==> src/rtl/carfield_l2_port_arbiter.sv <==
// carfield_l2_port_arbiter
//
// Shares one Carfield L2 port among NumReq requesters (safety island,
// security island, integer cluster). Requests are arbitrated round-robin,
// range-checked against the port window [PortBase, PortBase+PortSize), and
// forwarded on a TCDM-style req/gnt/rvalid memory interface. A small FIFO of
// requester ids routes the in-order memory responses back to their owners.
// Out-of-range requests never reach memory; they are answered locally with
// an error response one cycle after their grant.
//
// Optional feature macro: CARFIELD_L2_ARB_QOS_EN
//   defined   -> requester 0 has absolute priority (lock still wins),
//                round-robin among requesters 1..NumReq-1
//   undefined -> pure round-robin over all requesters
//
// Ports:
//   clk_i, rst_i            clock, asynchronous active-high reset
//   req_i/addr_i/we_i/
//   wdata_i/be_i            per-requester request and payload (flattened)
//   gnt_o                   one-hot grant to the requester
//   rvalid_o/rdata_o/err_o  one-hot response valid, shared data, error flag
//   mem_req_o/mem_gnt_i     memory request handshake
//   mem_addr_o              address relative to PortBase
//   mem_we_o/mem_wdata_o/
//   mem_be_o                forwarded payload of the selected requester
//   mem_rvalid_i/
//   mem_rdata_i             in-order memory response
//   dbg_rsp_err             response FSM state (1 = error response slot)
//
// Handshake semantics: a requester raises req_i with a stable payload and
// holds both until the cycle in which gnt_o for it is high; that cycle is the
// transfer. On the memory side the transfer happens in every cycle where
// mem_req_o and mem_gnt_i are both high; once mem_req_o is raised for a
// winner it stays on that winner until the transfer. Every transfer, read or
// write, yields exactly one response (rvalid_o), in order.

module carfield_l2_port_arbiter #(
    parameter int                      NumReq         = 3,
    parameter int                      AddrWidth      = 48,
    parameter int                      DataWidth      = 64,
    parameter int                      MaxOutstanding = 4,
    parameter logic [AddrWidth-1:0]    PortBase       = 'h7800_0000,
    parameter logic [AddrWidth-1:0]    PortSize       = 'h20_0000
) (
    input  logic                            clk_i,
    input  logic                            rst_i,
    input  logic [NumReq-1:0]               req_i,
    input  logic [NumReq*AddrWidth-1:0]     addr_i,
    input  logic [NumReq-1:0]               we_i,
    input  logic [NumReq*DataWidth-1:0]     wdata_i,
    input  logic [NumReq*DataWidth/8-1:0]   be_i,
    output logic [NumReq-1:0]               gnt_o,
    output logic [NumReq-1:0]               rvalid_o,
    output logic [DataWidth-1:0]            rdata_o,
    output logic                            err_o,
    output logic                            mem_req_o,
    input  logic                            mem_gnt_i,
    output logic [AddrWidth-1:0]            mem_addr_o,
    output logic                            mem_we_o,
    output logic [DataWidth-1:0]            mem_wdata_o,
    output logic [DataWidth/8-1:0]          mem_be_o,
    input  logic                            mem_rvalid_i,
    input  logic [DataWidth-1:0]            mem_rdata_i,
    output logic                            dbg_rsp_err
);

    localparam int BeWidth = DataWidth / 8;
    localparam int IdWidth = (NumReq > 1) ? $clog2(NumReq) : 1;
    localparam int FifoAw  = $clog2(MaxOutstanding);
    localparam int CntW    = $clog2(MaxOutstanding + 1);
    localparam logic [AddrWidth-1:0] PortEnd = PortBase + PortSize;

    typedef enum logic {
        IDLE    = 1'b0,
        RSP_ERR = 1'b1
    } rsp_state_e;

    rsp_state_e          state_q, state_d;
    logic [IdWidth-1:0]  ptr_q;
    logic                lock_q;
    logic [IdWidth-1:0]  lock_id_q;
    logic [IdWidth-1:0]  err_id_q;

    logic [IdWidth-1:0]  fifo_id_q [MaxOutstanding];
    logic [FifoAw-1:0]   wr_ptr_q, rd_ptr_q;
    logic [CntW-1:0]     count_q;

    logic                win_valid;
    logic [IdWidth-1:0]  win_id;
    logic [AddrWidth-1:0] sel_addr;
    logic                in_range;
    logic                fifo_empty, fifo_full;
    logic                pop, mem_req, hs, err_grant;

    // ------------------------------------------------------------------
    // Winner selection. A winner that has already raised mem_req_o without
    // a grant stays the winner, so later requests cannot preempt it.
    // ------------------------------------------------------------------
    always_comb begin
        int                 idx;
        logic [IdWidth-1:0] cand;
        win_valid = 1'b0;
        win_id    = '0;
        idx       = 0;
        cand      = '0;
        if (lock_q) begin
            win_valid = 1'b1;
            win_id    = lock_id_q;
        end
`ifdef CARFIELD_L2_ARB_QOS_EN
        else if (req_i[0]) begin
            win_valid = 1'b1;
            win_id    = '0;
        end else begin
            // Round-robin over 1..NumReq-1; a pointer of 0 starts at 1.
            for (int i = 0; i < NumReq - 1; i++) begin
                idx = ((ptr_q == '0) ? 1 : int'(ptr_q)) + i;
                if (idx >= NumReq) idx = idx - (NumReq - 1);
                cand = IdWidth'(idx);
                if (!win_valid && req_i[cand]) begin
                    win_valid = 1'b1;
                    win_id    = cand;
                end
            end
        end
`else
        else begin
            for (int i = 0; i < NumReq; i++) begin
                idx = int'(ptr_q) + i;
                if (idx >= NumReq) idx = idx - NumReq;
                cand = IdWidth'(idx);
                if (!win_valid && req_i[cand]) begin
                    win_valid = 1'b1;
                    win_id    = cand;
                end
            end
        end
`endif
    end

    assign sel_addr   = addr_i[int'(win_id)*AddrWidth +: AddrWidth];
    assign in_range   = (sel_addr >= PortBase) && (sel_addr < PortEnd);

    assign fifo_empty = (count_q == '0);
    assign fifo_full  = (count_q == CntW'(MaxOutstanding));
    // The FIFO is always empty in RSP_ERR, so a pop can only happen in IDLE.
    assign pop        = (state_q == IDLE) && mem_rvalid_i && !fifo_empty;

    // A pop in the same cycle frees a slot, so a full FIFO still accepts.
    assign mem_req    = win_valid && in_range && (!fifo_full || pop);
    assign hs         = mem_req && mem_gnt_i;
    // Local error grants wait until no memory response is pending and the
    // error slot is free, so the error response can never collide.
    assign err_grant  = win_valid && !in_range && fifo_empty && (state_q == IDLE);

    // Outputs are forced quiet while reset is asserted.
    always_comb begin
        gnt_o       = '0;
        mem_req_o   = 1'b0;
        mem_addr_o  = '0;
        mem_we_o    = 1'b0;
        mem_wdata_o = '0;
        mem_be_o    = '0;
        if (!rst_i) begin
            if (hs || err_grant) gnt_o = NumReq'(1) << win_id;
            mem_req_o = mem_req;
            if (mem_req) begin
                mem_addr_o  = sel_addr - PortBase;
                mem_we_o    = we_i[win_id];
                mem_wdata_o = wdata_i[int'(win_id)*DataWidth +: DataWidth];
                mem_be_o    = be_i[int'(win_id)*BeWidth +: BeWidth];
            end
        end
    end

    // ------------------------------------------------------------------
    // Response FSM: next state and response outputs.
    // ------------------------------------------------------------------
    always_comb begin
        state_d  = state_q;
        rvalid_o = '0;
        rdata_o  = '0;
        err_o    = 1'b0;
        case (state_q)
            IDLE: begin
                if (err_grant) state_d = RSP_ERR;
                if (pop && !rst_i) begin
                    rvalid_o = NumReq'(1) << fifo_id_q[rd_ptr_q];
                    rdata_o  = mem_rdata_i;
                end
            end
            RSP_ERR: begin
                state_d = IDLE;
                if (!rst_i) begin
                    rvalid_o = NumReq'(1) << err_id_q;
                    err_o    = 1'b1;
                end
            end
            default: state_d = IDLE;
        endcase
    end

    assign dbg_rsp_err = (state_q == RSP_ERR);

    // ------------------------------------------------------------------
    // State registers
    // ------------------------------------------------------------------
    always_ff @(posedge clk_i or posedge rst_i) begin
        if (rst_i) begin
            state_q   <= IDLE;
            ptr_q     <= '0;
            lock_q    <= 1'b0;
            lock_id_q <= '0;
            err_id_q  <= '0;
            wr_ptr_q  <= '0;
            rd_ptr_q  <= '0;
            count_q   <= '0;
        end else begin
            state_q <= state_d;
            if (hs || err_grant) begin
                ptr_q <= (win_id == IdWidth'(NumReq - 1)) ? '0 : win_id + IdWidth'(1);
            end
            if (err_grant) err_id_q <= win_id;
            if (hs) begin
                lock_q <= 1'b0;
            end else if (mem_req) begin
                lock_q    <= 1'b1;
                lock_id_q <= win_id;
            end
            if (hs) begin
                wr_ptr_q <= (wr_ptr_q == FifoAw'(MaxOutstanding - 1)) ? '0 : wr_ptr_q + FifoAw'(1);
            end
            if (pop) begin
                rd_ptr_q <= (rd_ptr_q == FifoAw'(MaxOutstanding - 1)) ? '0 : rd_ptr_q + FifoAw'(1);
            end
            count_q <= count_q + CntW'(hs) - CntW'(pop);
        end
    end

    // FIFO storage needs no reset: entries are only read when counted valid.
    always_ff @(posedge clk_i) begin
        if (hs) fifo_id_q[wr_ptr_q] <= win_id;
    end

`ifndef SYNTHESIS
    // A memory response without an outstanding request is a protocol error
    // on the memory side; the RTL ignores it.
    rvalid_has_owner: assert property (@(posedge clk_i) disable iff (rst_i)
        mem_rvalid_i |-> !fifo_empty)
        else $error("mem_rvalid_i with no outstanding transaction");
`endif

endmodule

==> config.mk <==
export PLATFORM = sky130hd
export DESIGN_NAME = carfield_l2_port_arbiter
export DESIGN_NICKNAME = d
export VERILOG_FILES = /design/src/rtl/carfield_l2_port_arbiter.sv
export SDC_FILE = /design/constraint.sdc
export NUM_CORES = 1
export LEC_CHECK = 0
export ABC_AREA = 1
export ABC_CLOCK_PERIOD_IN_PS = 10150
export BUFFER_PORTS_ARGS = -buffer_cell sky130_fd_sc_hd__buf_2
export CAP_MARGIN = 20
export CORE_AREA = 2 2 243 245
export DETAILED_ROUTE_END_ITERATION = 12
export DIE_AREA = 0 0 245 247
export MAX_ROUTING_LAYER = met4
export PLACE_DENSITY = 0.38
export SYNTH_ARGS = -nofsm -noshare
export SYNTH_HDL_FRONTEND = slang
export SYNTH_SLANG_ARGS = --single-unit
==> constraint.sdc <==
create_clock -name clk_i -period 10.15 [get_ports clk_i]
set_input_delay 2.03 -clock clk_i [delete_from_list [all_inputs] [get_ports clk_i]]
set_output_delay 2.03 -clock clk_i [all_outputs]
set_load 0.005 [all_outputs]
==> results.yml, run 1 <==
outcome:
  status: "finished clean"
sta:
  slew_headroom: 0.317
  fin_crit_ns: 8.60
  worst_pin_slew_ns: 1.02
  maxSlewViolCount: 0
  rsz0062_at_grt: "false"
  worst_clock_skew_ns: 0.00202
  finalSetupViolations: 0
  hold-worst-slack_ns: 0.467
  post-route-period-util: 0.847
  fin_tns_setup_ns: 0
  max_freq_mhz: 116
  hold_violations: 0
floorplanning:
  io_pins: 628
  start_util: 0.0958
  die_w_um: 245
  core_area_sq_mm: 0.0582
  die_area_sq_mm: 0.0605
  die_h_um: 247
  rows: 89
routing:
  drt-total-wl_mm: 37.2
  first_pass_iters: 5
  drt-wirelength-per-cell_um: 15.4
  route.vias.total: 9242
  drc: 0
  ant_nets: 0
  drt_iter0_drc: 505
  viasPerCell: 3.83
clock_network:
  cts_tree: "done"
  cts_buffers: 3
  ctsResizeCount: 0
  cts_root_buf: "clkbuf_16"
  cts_max_level: 1
  clock_path_buffers: 2
  cts_setup_buffers: 0
  clk_latency_ns: 0.26
  path_clk_slew_ns: 0.06
  cts_hold_buf: 0
  clkSinkCount: 23
synth:
  yosys-top-cells-count: "300 x nand2_1, 200 x nor2_1, 114 x inv_1"
  netlist_area_sq_mm: 0.00558
  ys_warn_count: 0
  synth.top_cells.by_area: "nand2_1 20%, nor2_1 13%, inv_1 7.7%, a21oi_1 7.0%, dfrtp_1 6.7%"
  synthArstFlopShare: 0.652
  yosysTopAreaCellShare: 0.202
  synth_edf_count: 8
  ys_types: 40
  synth.avg_cell_area_sq_um: 5.27
  yosys_register_bits: 23
  yosys.area.top_type: "nand2_1"
  ys_seq_area_frac: 0.110
  synth_most_common_cell: "nand2_1"
  synth_cells: 1059
  ys.flop_type: "dfrtp_1"
worst_setup_path:
  worstSetupPathType: "input port to output port"
  cp_data_required_time_ns: 8.12
  crit_path_end_kind: "output port"
  cp_data_arrival_time_ns: 6.57
  startpoint_type: "input port"
  reg2reg_slack_ns: 4.46
  crit_fanout: 67
power_and_ir_drop:
  p_per_area_mw_per_mm2: 281
  p_leak_nw: 5.57
  ir_drop_v: 0.000301
placement:
  dpl.hpwl_mm: 31.3
  io_buffers: 621
  gp_congestion: 0.891
final_layout:
  utilization: 0.164
  nets: 2076
  drive_above_1_share: 0.432
  syn2layout_area_growth_pct: 71.0
  fill_cells: 6882
global_route:
  gr-total-overflow: 0
  antenna_found_initial: 14
  grt_pass1_vias: 8842
  grt_pass1_wl_mm: 51.5
  grt_max_degree: 68
  grt_usage: 0.114
flow_run:
  maxCapViolCount: 0
worst_hold_path:
  hp-class: "flop to flop"
[cell type report]
type	instances	area, sq um	share of cell area
Antenna cell	13	32.5	0.00341
Clock buffer	4	78.8	0.00827
Inverter	122	459	0.0482
Multi-Input combinational cell	841	4130	0.433
Sequential cell	23	616	0.0646
Tap cell	773	967	0.101
Timing Repair Buffer	638	3250	0.341
[worst max-delay path, cell delays in order]
cell	delay (ns)
buf_2	0.12
inv_1	0.06
o21ai_2	0.19
nand2_2	0.14
nand2_1	0.09
nand2_1	0.05
nand2_1	0.07
nand3_2	0.06
buf_4	0.23
nand2_2	0.41
inv_1	0.11
nand2_1	0.16
o22ai_1	0.10
nor2_1	0.29
ha_1	0.22
nand3_1	0.09
nor2_1	0.22
nand2_1	0.10
nor2_1	0.11
nand3_1	0.08
nand2_1	0.12
nand2_2	0.12
nor2_8	0.16
nand2_8	0.36
a21oi_1	0.55
buf_2	0.22
[layout by cell type (no fill, tap or decap), types with 2 or more instances in the layout]
| cell | count |
|---|---|
| o21ai_1 | 4 |
| ha_1 | 12 |
| dfrtp_1 | 15 |
| buf_4 | 16 |
| nand3_1 | 73 |
| nand2_1 | 298 |
| clkbuf_16 | 3 |
| nor2_2 | 29 |
| nand3b_1 | 7 |
| nand2_4 | 2 |
| xor2_1 | 2 |
| o22ai_1 | 3 |
| nor2_4 | 10 |
| buf_2 | 621 |
| a22oi_1 | 45 |
| nor2_1 | 200 |
| edfxtp_1 | 8 |
| nand2_2 | 5 |
| o21ai_0 | 10 |
| xnor2_1 | 2 |
| a21oi_1 | 78 |
| or2_2 | 2 |
| inv_2 | 8 |
| nor3_1 | 3 |
| diode_2 | 13 |
| inv_1 | 113 |
| conb_1 | 6 |
| nand3_2 | 2 |
| a221oi_1 | 28 |
| nand4_1 | 10 |
[metal layers]
metal  track usage  up-vias  share of wire
li1              -     4541              -
met1         0.130     4210           0.40
met2         0.207      453           0.51
met3        0.0211       38          0.073
met4        0.0255        0          0.022
met5             -        -              0
[report_power, final]
| part | internal [mW] | switching [mW] |
|---|---|---|
| Clock | 0.0536 | 0.0330 |
| Combinational | 0.703 | 1.74 |
| Sequential | 0.124 | 0.0186 |
| Total | 0.881 | 1.79 |
[state kept, by name, indices dropped and copies added (netlist names)]
name / count
rd_ptr_q: 2
wr_ptr_q: 2
err_id_q: 2
lock_id_q: 2
dbg_rsp_err: 1
count_q: 3
ptr_q: 2
lock_q: 1
fifo_id_q: 8
[stage by stage]
step	cells	cell area [sq um]	worst slack, ns	power (mW)
2_1_floorplan	1064	5600	3.46	1.80
3_3_place_gp	2396	9420	1.79	2.59
3_5_place_dp	2396	9420	1.64	2.60
4_1_cts	2400	9490	1.60	2.70
5_1_grt	2414	9530	1.16	2.98
6_report	2414	9530	1.55	2.67
[logic make-up after synthesis]
kind of cell,Yosys count,share of synthesized area
other,1,0.000672
and+or+nand+nor,643,0.495
xor gates and xnor gates,4,0.00628
adders and majority gates,13,0.0305
buffers and inverters,200,0.156
DFF,23,0.110
AOI/OAI and AO/OA,175,0.201
[path summary, 6_finish.rpt]
check | startpoint | end | depth (start not counted)
max in group asynchronous | rst_i | ptr_q[1]$_DFFE_PP0N_ | 3
worst max-delay path | req_i[2] | mem_addr_o[46] | 26
worst max register to register | ptr_q[0]$_DFFE_PP0N_ | count_q[2]$_DFF_PP0_ | 29
worst min register to register | lock_id_q[0]$_DFFE_PP0P_ | lock_id_q[0]$_DFFE_PP0P_ | 2
worst min-delay path | lock_id_q[0]$_DFFE_PP0P_ | lock_id_q[0]$_DFFE_PP0P_ | 2
min in group asynchronous | rst_i | err_id_q[1]$_DFFE_PP0P_ | 3
(Power assumes the default switching activity.)
==> inputs of run 2 (changes only) <==
--- a/config.mk
+++ b/config.mk
@@ -6,12 +6,12 @@
 export NUM_CORES = 1
 export LEC_CHECK = 0
 export ABC_AREA = 1
-export ABC_CLOCK_PERIOD_IN_PS = 10150
+export ABC_CLOCK_PERIOD_IN_PS = 8100
 export BUFFER_PORTS_ARGS = -buffer_cell sky130_fd_sc_hd__buf_2
 export CAP_MARGIN = 20
-export CORE_AREA = 2 2 243 245
+export CORE_AREA = 2 2 245 247
 export DETAILED_ROUTE_END_ITERATION = 12
-export DIE_AREA = 0 0 245 247
+export DIE_AREA = 0 0 247 249
 export MAX_ROUTING_LAYER = met4
 export PLACE_DENSITY = 0.38
 export SYNTH_ARGS = -nofsm -noshare
==> constraint.sdc (replaced) <==
create_clock -name clk_i -period 8.1 [get_ports clk_i]
set_input_delay 1.62 -clock clk_i [delete_from_list [all_inputs] [get_ports clk_i]]
set_output_delay 1.62 -clock clk_i [all_outputs]
set_load 0.005 [all_outputs]
==> run 2 against run 1 <==
Clock power grew 29%. Worst hold slack improved by 0.0074 ns. Cell count unchanged. Critical endpoint unchanged. Largest cell class unchanged. Largest power group unchanged.
==> results.yml, run 2 (synthesized netlist as in run 1, its figures left out) <==
final_layout:
  syn2layout_area_growth_pct: 71.0
  nets: 2077
  drive_above_1_share: 0.433
  top_register: "fifo_id_q"
  layout_commonest_cell: "buf_2"
  reg.largest.list: "fifo_id_q: 8 flops, count_q: 3 flops"
  largest_reg_flops: 8
  layout_common_cells: "621 x buf_2, 298 x nand2_1, 200 x nor2_1"
worst_setup_path:
  worstSetupPathType: "input port to output port"
  reg2reg_slack_ns: 3.15
  r2r_cells: 28
  startpoint: "req_i[2]"
  cp_data_arrival_time_ns: 5.66
  crit_path_max_incr_delay_ns: 0.39
  crit_path_end_kind: "output port"
  reg2reg_to: "count_q[2]$_DFF_PP0_"
  crit_slowest_cell: "buf_4"
  critical_path.most_common_cell: "nand2_1"
  endpoint: "mem_addr_o[46]"
  crit_fanout: 67
  reg2reg_from: "ptr_q[0]$_DFFE_PP0N_"
  cp_data_required_time_ns: 6.48
  startpoint_type: "input port"
sta:
  finalSetupViolations: 0
  worst_clock_skew_ns: 0.00314
  max_freq_mhz: 137
  slew_headroom: 0.341
  fin_crit_ns: 7.28
  rsz0062_at_grt: "false"
  hold-worst-slack_ns: 0.474
  worst_pin_slew_ns: 0.988
  maxSlewViolCount: 0
  hold_violations: 0
  post-route-period-util: 0.899
  fin_tns_setup_ns: 0
clock_network:
  cts_setup_buffers: 0
  cts_buffers: 3
  cts_hold_buf: 0
  cts_tree: "done"
  cts_root_buf: "clkbuf_16"
  clkSinkCount: 23
  clock_path_buffers: 2
  path_clk_slew_ns: 0.07
  ctsResizeCount: 0
  clk_latency_ns: 0.26
  cts_max_level: 1
placement:
  gp_congestion: 0.951
  io_buffers: 621
  dpl.hpwl_mm: 31.7
floorplanning:
  core_area_sq_mm: 0.0587
  io_pins: 628
  die_area_sq_mm: 0.0615
  die_w_um: 247
  start_util: 0.0950
  die_h_um: 249
  rows: 89
global_route:
  grt_pass1_wl_mm: 52.5
  grt_max_degree: 70
  gr-total-overflow: 0
  antenna_found_initial: 12
  grt_usage: 0.115
  grt_pass1_vias: 8792
routing:
  route.vias.total: 9189
  viasPerCell: 3.81
  drt_iter0_drc: 582
  drt-wirelength-per-cell_um: 15.5
  drc: 0
  drt-total-wl_mm: 37.3
  ant_nets: 0
  first_pass_iters: 8
outcome:
  status: "finished clean"
power_and_ir_drop:
  ir_drop_v: 0.000242
  p_leak_nw: 5.57
  p_per_area_mw_per_mm2: 351
worst_hold_path:
  hp-class: "flop to flop"
  holdPathStages: 2
flow_run:
  maxCapViolCount: 0
==> run 2: power breakdown <==
part           internal, mW  switching, mW
registers             0.156         0.0230
clock network        0.0671         0.0453
logic                 0.871           2.19
==> run 2: critical path, delay by kind of cell <==
| family | cells | cell delay, ns |
|---|---|---|
| compound gates | 3 | 0.43 |
| fa+ha+maj | 1 | 0.20 |
| buf+inv | 5 | 0.93 |
| simple gates | 17 | 2.33 |
==> run 2: cell type report <==
class	instances	area, sq um
sequential	23	616
tap	773	967
inverter	122	458
clock buffer	3	75.1
multi-input combinational	841	4130
timing repair buffer	639	3260
antenna	12	30.0
clock inverter	1	7.51
fill	6922	49100
==> run 2: per-stage QoR <==
step	worst slack, ns	area, sq um	instances	total power [mW]	utilization
floorplan	2.23	5600	1064	2.26	-
global placement	0.831	9420	2398	3.25	0.161
detailed placement	0.741	9420	2398	3.25	0.161
CTS	0.741	9510	2402	3.37	0.162
global route	0.303	9530	2413	3.71	0.162
finish	0.818	9540	2414	3.35	0.163
==> run 2: worst min-delay path by stage <==
stage                                  start                  endpoint  slack [ns]
global placement    lock_id_q[0]$_DFFE_PP0P_  lock_id_q[0]$_DFFE_PP0P_        0.45
CTS                 lock_id_q[0]$_DFFE_PP0P_  lock_id_q[0]$_DFFE_PP0P_        0.47
global route        lock_id_q[0]$_DFFE_PP0P_  lock_id_q[0]$_DFFE_PP0P_        0.50
detailed placement  lock_id_q[0]$_DFFE_PP0P_  lock_id_q[0]$_DFFE_PP0P_        0.46
finish              lock_id_q[0]$_DFFE_PP0P_  lock_id_q[0]$_DFFE_PP0P_        0.47
floorplan           lock_id_q[0]$_DFFE_PP0P_  lock_id_q[0]$_DFFE_PP0P_        0.43
==> run 2: routing by layer <==
layer / global-route usage / routed length [um]
met5: - / 0
met4: 0.0120 / 365
met3: 0.0215 / 2850
met2: 0.206 / 18500
met1: 0.135 / 15600
